==> src/rtl/onehot_ptr_if.sv <==
// onehot_ptr_if: control/observation bundle for the one-hot pointer.
// PtrIdx exists only when ONEHOT_PTR_BINOUT_EN is defined.
interface onehot_ptr_if #(
   parameter int N = 4
);
   localparam int BW = $clog2(N);

   logic          LoadEn;
   logic [BW-1:0] LoadIdx;
   logic          AdvanceEn;
   logic [N-1:0]  Mask;
   logic [N-1:0]  OneHot;
   logic          Valid;
   logic          Wrap;
   logic          NoneElig;
`ifdef ONEHOT_PTR_BINOUT_EN
   logic [BW-1:0] PtrIdx;

   modport master (
      output LoadEn, LoadIdx, AdvanceEn, Mask,
      input  OneHot, Valid, Wrap, NoneElig, PtrIdx
   );

   modport slave (
      input  LoadEn, LoadIdx, AdvanceEn, Mask,
      output OneHot, Valid, Wrap, NoneElig, PtrIdx
   );
`else
   modport master (
      output LoadEn, LoadIdx, AdvanceEn, Mask,
      input  OneHot, Valid, Wrap, NoneElig
   );

   modport slave (
      input  LoadEn, LoadIdx, AdvanceEn, Mask,
      output OneHot, Valid, Wrap, NoneElig
   );
`endif
endinterface

==> src/rtl/onehot_ptr.sv <==
// onehot_ptr: registered one-hot pointer with binary load and masked circular advance.
// Defining ONEHOT_PTR_BINOUT_EN adds the registered binary pointer output PtrIdx.
module onehot_ptr #(
   parameter int N         = 4,
   parameter int RESET_IDX = 0,
   localparam int BW       = $clog2(N)
) (
   input  logic        clk,
   input  logic        reset,
   onehot_ptr_if.slave bus
);

   // Indices into the doubled {Mask, Mask} vector need one extra bit.
   localparam int            DW        = BW + 1;
   localparam logic [DW-1:0] N_EXT     = DW'(N);
   localparam logic [N-1:0]  ONE_N     = {{(N-1){1'b0}}, 1'b1};
   localparam logic [N-1:0]  RESET_OH  = ONE_N << RESET_IDX;
   localparam logic [BW-1:0] RESET_BIN = BW'(RESET_IDX);

   function automatic logic [BW-1:0] oh_to_bin(input logic [N-1:0] oh);
      logic [BW-1:0] idx;
      idx = {BW{1'b0}};
      for (int i = 0; i < N; i++) begin
         idx = idx | (oh[i] ? BW'(i) : {BW{1'b0}});
      end
      return idx;
   endfunction

   function automatic logic [DW-1:0] first_set(input logic [2*N-1:0] vec);
      logic [DW-1:0] pos;
      pos = {DW{1'b0}};
      for (int i = 2*N-1; i >= 0; i--) begin
         pos = vec[i] ? DW'(i) : pos;
      end
      return pos;
   endfunction

   logic [N-1:0]   onehot_r;
   logic           valid_r;
   logic           wrap_r;

   logic [BW-1:0]  cur_idx_s;
   logic [2*N-1:0] above_s;
   logic [2*N-1:0] search_s;
   logic [DW-1:0]  hit_s;
   logic [DW-1:0]  low_s;
   logic           none_elig_s;
   logic           load_ok_s;
   logic [N-1:0]   next_oh_s;
   logic           next_valid_s;
   logic           next_wrap_s;

   // Next-pointer selection: load beats advance, advance beats hold.
   always_comb begin
      cur_idx_s = oh_to_bin(onehot_r);
      above_s   = {(2*N){1'b0}};
      for (int i = 0; i < 2*N; i++) begin
         above_s[i] = (DW'(i) > {1'b0, cur_idx_s});
      end
      // Candidates strictly after c, wrapping through c itself in the upper copy.
      search_s     = {bus.Mask, bus.Mask} & above_s;
      hit_s        = first_set(search_s);
      low_s        = first_set({{N{1'b0}}, bus.Mask});
      none_elig_s  = (bus.Mask == {N{1'b0}});
      load_ok_s    = ({1'b0, bus.LoadIdx} < N_EXT);
      next_oh_s    = onehot_r;
      next_valid_s = valid_r;
      next_wrap_s  = 1'b0;
      if (bus.LoadEn) begin
         next_oh_s    = load_ok_s ? (ONE_N << bus.LoadIdx) : {N{1'b0}};
         next_valid_s = load_ok_s;
      end else if (bus.AdvanceEn && !none_elig_s) begin
         next_valid_s = 1'b1;
         if (!valid_r) begin
            next_oh_s = ONE_N << low_s;
         end else if (hit_s >= N_EXT) begin
            next_oh_s   = ONE_N << (hit_s - N_EXT);
            next_wrap_s = 1'b1;
         end else begin
            next_oh_s = ONE_N << hit_s;
         end
      end else begin
         next_oh_s    = onehot_r;
         next_valid_s = valid_r;
      end
   end

`ifdef ONEHOT_PTR_BINOUT_EN
   logic [BW-1:0] ptr_idx_r;
   logic [BW-1:0] next_bin_s;

   // Binary view of the next pointer; a zero pointer encodes to 0.
   always_comb begin
      next_bin_s = oh_to_bin(next_oh_s);
   end

   // Binary pointer register, updated alongside the one-hot register.
   always_ff @(posedge clk) begin
      if (reset) begin
         ptr_idx_r <= RESET_BIN;
      end else begin
         ptr_idx_r <= next_bin_s;
      end
   end

   assign bus.PtrIdx = ptr_idx_r;
`endif

   // Pointer, validity and wrap-pulse registers.
   always_ff @(posedge clk) begin
      if (reset) begin
         onehot_r <= RESET_OH;
         valid_r  <= 1'b1;
         wrap_r   <= 1'b0;
      end else begin
         onehot_r <= next_oh_s;
         valid_r  <= next_valid_s;
         wrap_r   <= next_wrap_s;
      end
   end

   assign bus.OneHot   = onehot_r;
   assign bus.Valid    = valid_r;
   assign bus.Wrap     = wrap_r;
   assign bus.NoneElig = none_elig_s;

endmodule

==> src/flat_wrapper.sv <==
// flat-port wrapper written by rule: the top's interface ports become plain ports
module onehot_ptr_flat 
#(
   parameter int N         = 4,
   parameter int RESET_IDX = 0,
   localparam int BW       = $clog2(N)
)
  (clk, reset, bus_LoadEn, bus_LoadIdx, bus_AdvanceEn, bus_Mask, bus_OneHot, bus_Valid, bus_Wrap, bus_NoneElig);
  onehot_ptr_if #(.N(N)) bus_i ();
  input  logic clk;
  input  logic reset;
  input wire logic [$bits(bus_i.LoadEn)-1:0] bus_LoadEn;
  input wire logic [$bits(bus_i.LoadIdx)-1:0] bus_LoadIdx;
  input wire logic [$bits(bus_i.AdvanceEn)-1:0] bus_AdvanceEn;
  input wire logic [$bits(bus_i.Mask)-1:0] bus_Mask;
  output wire logic [$bits(bus_i.OneHot)-1:0] bus_OneHot;
  output wire logic [$bits(bus_i.Valid)-1:0] bus_Valid;
  output wire logic [$bits(bus_i.Wrap)-1:0] bus_Wrap;
  output wire logic [$bits(bus_i.NoneElig)-1:0] bus_NoneElig;
  assign bus_i.LoadEn = bus_LoadEn;
  assign bus_i.LoadIdx = bus_LoadIdx;
  assign bus_i.AdvanceEn = bus_AdvanceEn;
  assign bus_i.Mask = bus_Mask;
  assign bus_OneHot = bus_i.OneHot;
  assign bus_Valid = bus_i.Valid;
  assign bus_Wrap = bus_i.Wrap;
  assign bus_NoneElig = bus_i.NoneElig;
  onehot_ptr #(.N(N), .RESET_IDX(RESET_IDX)) u_core (.clk(clk), .reset(reset), .bus(bus_i));
endmodule
==> config.mk <==
export PLATFORM = sky130hd
export DESIGN_NAME = onehot_ptr_flat
export DESIGN_NICKNAME = d
export VERILOG_FILES = /design/src/rtl/onehot_ptr_if.sv /design/src/rtl/onehot_ptr.sv /design/src/flat_wrapper.sv
export SDC_FILE = /design/constraint.sdc
export NUM_CORES = 1
export LEC_CHECK = 0
export ABC_AREA = 1
export BUFFER_PORTS_ARGS = -buffer_cell sky130_fd_sc_hd__buf_4
export CAP_MARGIN = 25
export CORE_AREA = 5 5 42 44
export CTS_BUF_LIST = sky130_fd_sc_hd__clkbuf_8
export DETAILED_ROUTE_END_ITERATION = 6
export DIE_AREA = 0 0 47 49
export PLACE_DENSITY = 0.54
export SETUP_SLACK_MARGIN = 0.2
export SKIP_LAST_GASP = 1
export SYNTH_ARGS = -nofsm -noshare
export SYNTH_HDL_FRONTEND = slang
export SYNTH_SLANG_ARGS = --single-unit
==> constraint.sdc <==
create_clock -name clk -period 3.2 [get_ports clk]
set_input_delay 0.64 -clock clk [delete_from_list [all_inputs] [get_ports clk]]
set_output_delay 0.64 -clock clk [all_outputs]
set_load 0.01 [all_outputs]
==> parameters.txt <==
Parameter                              Value

Status
  Result of the run ... completed

STA
  Setup Viol. Count Final ... 0
  Maximum achievable frequency ... approximately 530 MHz
  Part of the cycle the worst path needs ... 59.3%
  Setup Total Neg Slack ... 0 ns
  Worst Skew ... 0.000110 ns
  Setup repair after global routing missed its margin ... false
  Final hold viol count ... 0
  Final Worst Setup Slack ... 1.30 ns
  Max-slew violation total from the final report ... 0
  Post-layout minimum cycle time ... about 1.9 ns

Yosys
  Synth warn ... 0
  Post-synthesis cell area ... 347 sq um
  FF+latch count, synth ... 5
  Syn nets ... 67
  Mean cell area of the mapped netlist ... between 6 and 7 sq um
  Post-synthesis adder-cell area fraction ... 0%
  Combinational family with the most area after synthesis ... simple AND/OR/NAND/NOR gates
  Multiplexer fraction of the synthesized cell area ... 0%
  Gate Count Post-Synth ... 57
  Xor and xnor area share after synthesis ... 0%
  Fraction of the mapped netlist area in compound gates ... between 10% and 20%
  Simple-gate area share of the yosys netlist ... a little over two fifths
  Post-synthesis cell type count ... 15
  Register area share after synthesis ... 28.9%

Clock tree
  H-tree depth reported by CTS ... 1
  Post-CTS Setup Bufs ... 0
  Post-cts hold buffer count ... 0
  Clock Root Buffer ... clkbuf_8
  Insertion delay of the later-clocked pin in the worst-skew pair ... 0.22 ns
  Total clock buffers created by CTS ... 3
  Clock tree from TritonCTS ... built
  Clock sink count ... 5
  Clock-pin slew of the registers on the worst-case setup and hold paths ... 0.04 ns
  Gates resized, CTS repair ... 0
  Buffers from clock root to sink, at most ... 2

Die
  Die Span X ... 47 um
  Core footprint ... 0.00140 sq mm
  Site row count ... 14
  Die Y-Extent ... 49 um
  Number of placed I/O pins ... 17
  Area of the die ... ~0.0023 sq mm
  Initial Utilization ... 24.7%

Critical path
  Worst Path Buf+Inv ... 3
  Critical path peak fanout ... 3
  Slowest cell on the critical path ... nor2_1
  CP Class ... input pin to output port
  CP Data Arrival Time ... 1.26 ns
  Required time worst endpoint ... ~2.6 ns
  Crit-path most repeated cell ... buf_4
  Stage delay of the slowest cell on the critical path ... 0.16 ns
  Cell family with the largest share of critical-path delay ... buffers and inverters
  Kind of end point of the critical path ... output port
  Cell chain of the critical path ... buf_4 > nor2_1 > nand3_2 > inv_1 > buf_4
  CP startpoint kind ... input pin

Final layout
  Post-route cell area ... roughly 520 sq um
  Finished Layout Cells ... a little over 90
  Fraction of layout instances using a drive strength above 1 ... 33.3%
  Total Nets Final ... 86
  Layout-stage area growth over the synthesis result ... 49.1%
  Antenna diodes ... 0

Place
  Port Buffer Count ... 15
  DP Wirelength ... approximately 690 um
  Number of placed instances, taps included ... 87
  Cell Area, Placed ... between 400 and 500 sq um
  Worst setup slack before clock tree synthesis ... approximately 1.3 ns
  Placer's final routability congestion estimate ... 0.710

Global routing
  Pin count of the biggest net entering global routing ... 7
  Wire length of the first global-routing pass ... 1.38 mm
  Via count of the first global-routing pass ... 369
  Overall Global Routing Usage ... 8.30%
  Gr ovfl total ... 0
  Initial antenna violation count ... 0

Min path
  Type of the tightest min-delay check ... register to register

Route
  Number of vias after detailed routing ... 396
  Count of antenna-violating nets left after detailed routing ... 0
  Average vias per placed instance ... between 4 and 5
  Total Wirelength ... 808 um
  Routed length per placed instance ... about 8.9 um
  Violation count after the first detailed-routing iteration ... 3
  First-pass iteration count of the detailed router ... 2
  Drc violations ... 0

Run
  MaxCap Viol Count ... 0

Pwr
  Maximum vdd ir drop ... 213 uV
  Power density normalized to cell area ... 459 mW/mm^2
  Pleak ... 0.000280 uW
==> Yosys cell counts <==
library cell,instances,share of area [%]
nor2_1,4,4.3
dfxtp_1,5,29
conb_1,1,1.1
nand2_1,23,25
a21oi_2,2,5.1
inv_1,8,8.7
nand2_2,1,1.8
nor3_1,1,1.4
nand4_1,1,1.8
a21oi_4,1,4.7
nand3_2,1,2.9
nor2_2,2,3.6
buf_4,1,2.2
a21oi_1,5,7.2
nand3_1,1,1.4
==> sequential cells by signal, summed over array words and instances, names as in the netlist <==
register,count
u_core.bus.OneHot,4
u_core.bus.Wrap,1
==> stage by stage <==
stage	util [%]	power, uW	hold slack [ns]
2_1_floorplan	-	103	0.473
3_3_place_gp	33.7	125	0.443
3_5_place_dp	33.7	125	0.450
4_1_cts	36.9	242	0.456
5_1_grt	36.9	257	0.472
6_report	36.9	237	0.451
==> area by class of cell <==
type / instances / area, sq um
clock inverters: 1 / 3.75
fillers: 175 / 885
flip-flops and latches: 5 / 100
multi-input cells: 43 / 209
well taps: 16 / 20.0
inverters: 8 / 30.0
repair buffers: 15 / 113
clock buffers: 3 / 41.3
==> cell families (layout without fill, tap and decap cells) <==
group	Yosys count	count (layout)
simple gates	34	34
buf+inv	9	27
compound gates	8	8
flops	5	5
other cells	1	1
==> report_power, final <==
| part | internal (uW) | total (uW) | switching, uW |
|---|---|---|---|
| sequential | 67.1 | 70.7 | 3.66 |
| combinational | 24.2 | 52.7 | 28.5 |
| clock | 82.3 | 114 | 31.5 |
==> layout by cell type, fill, tap and decap left out, drive strengths merged <==
master,count
nor2,6
nand4,1
inv,9
clkbuf,3
dfxtp,5
buf,15
nand2,24
nor3,1
nand3,2
conb,1
a21oi,8
==> metal layers <==
metal	share of wire, %	track usage (%)
met1	44	10.3
met5	0	0
met3	11	5.54
met4	0.87	2.76
met2	44	11.3
==> final timing paths <==
path / from / to / slack (ns) / cells past startpoint
worst max-delay path: bus_Mask[0] / bus_NoneElig / 1.30 / 5
worst min register to register: u_core.bus.OneHot[0] / u_core.bus.OneHot[0] / 0.45 / 2
worst max register to register: u_core.bus.OneHot[3] / u_core.bus.OneHot[0] / 2.01 / 7
worst min-delay path: u_core.bus.OneHot[0] / u_core.bus.OneHot[0] / 0.45 / 2
==> worst min-delay path, stage by stage (launching register included) <==
cell     delay [ns]
dfxtp_1        0.30
nand2_1        0.06
nand2_1        0.05
Power figures use the tool's default switching activity.
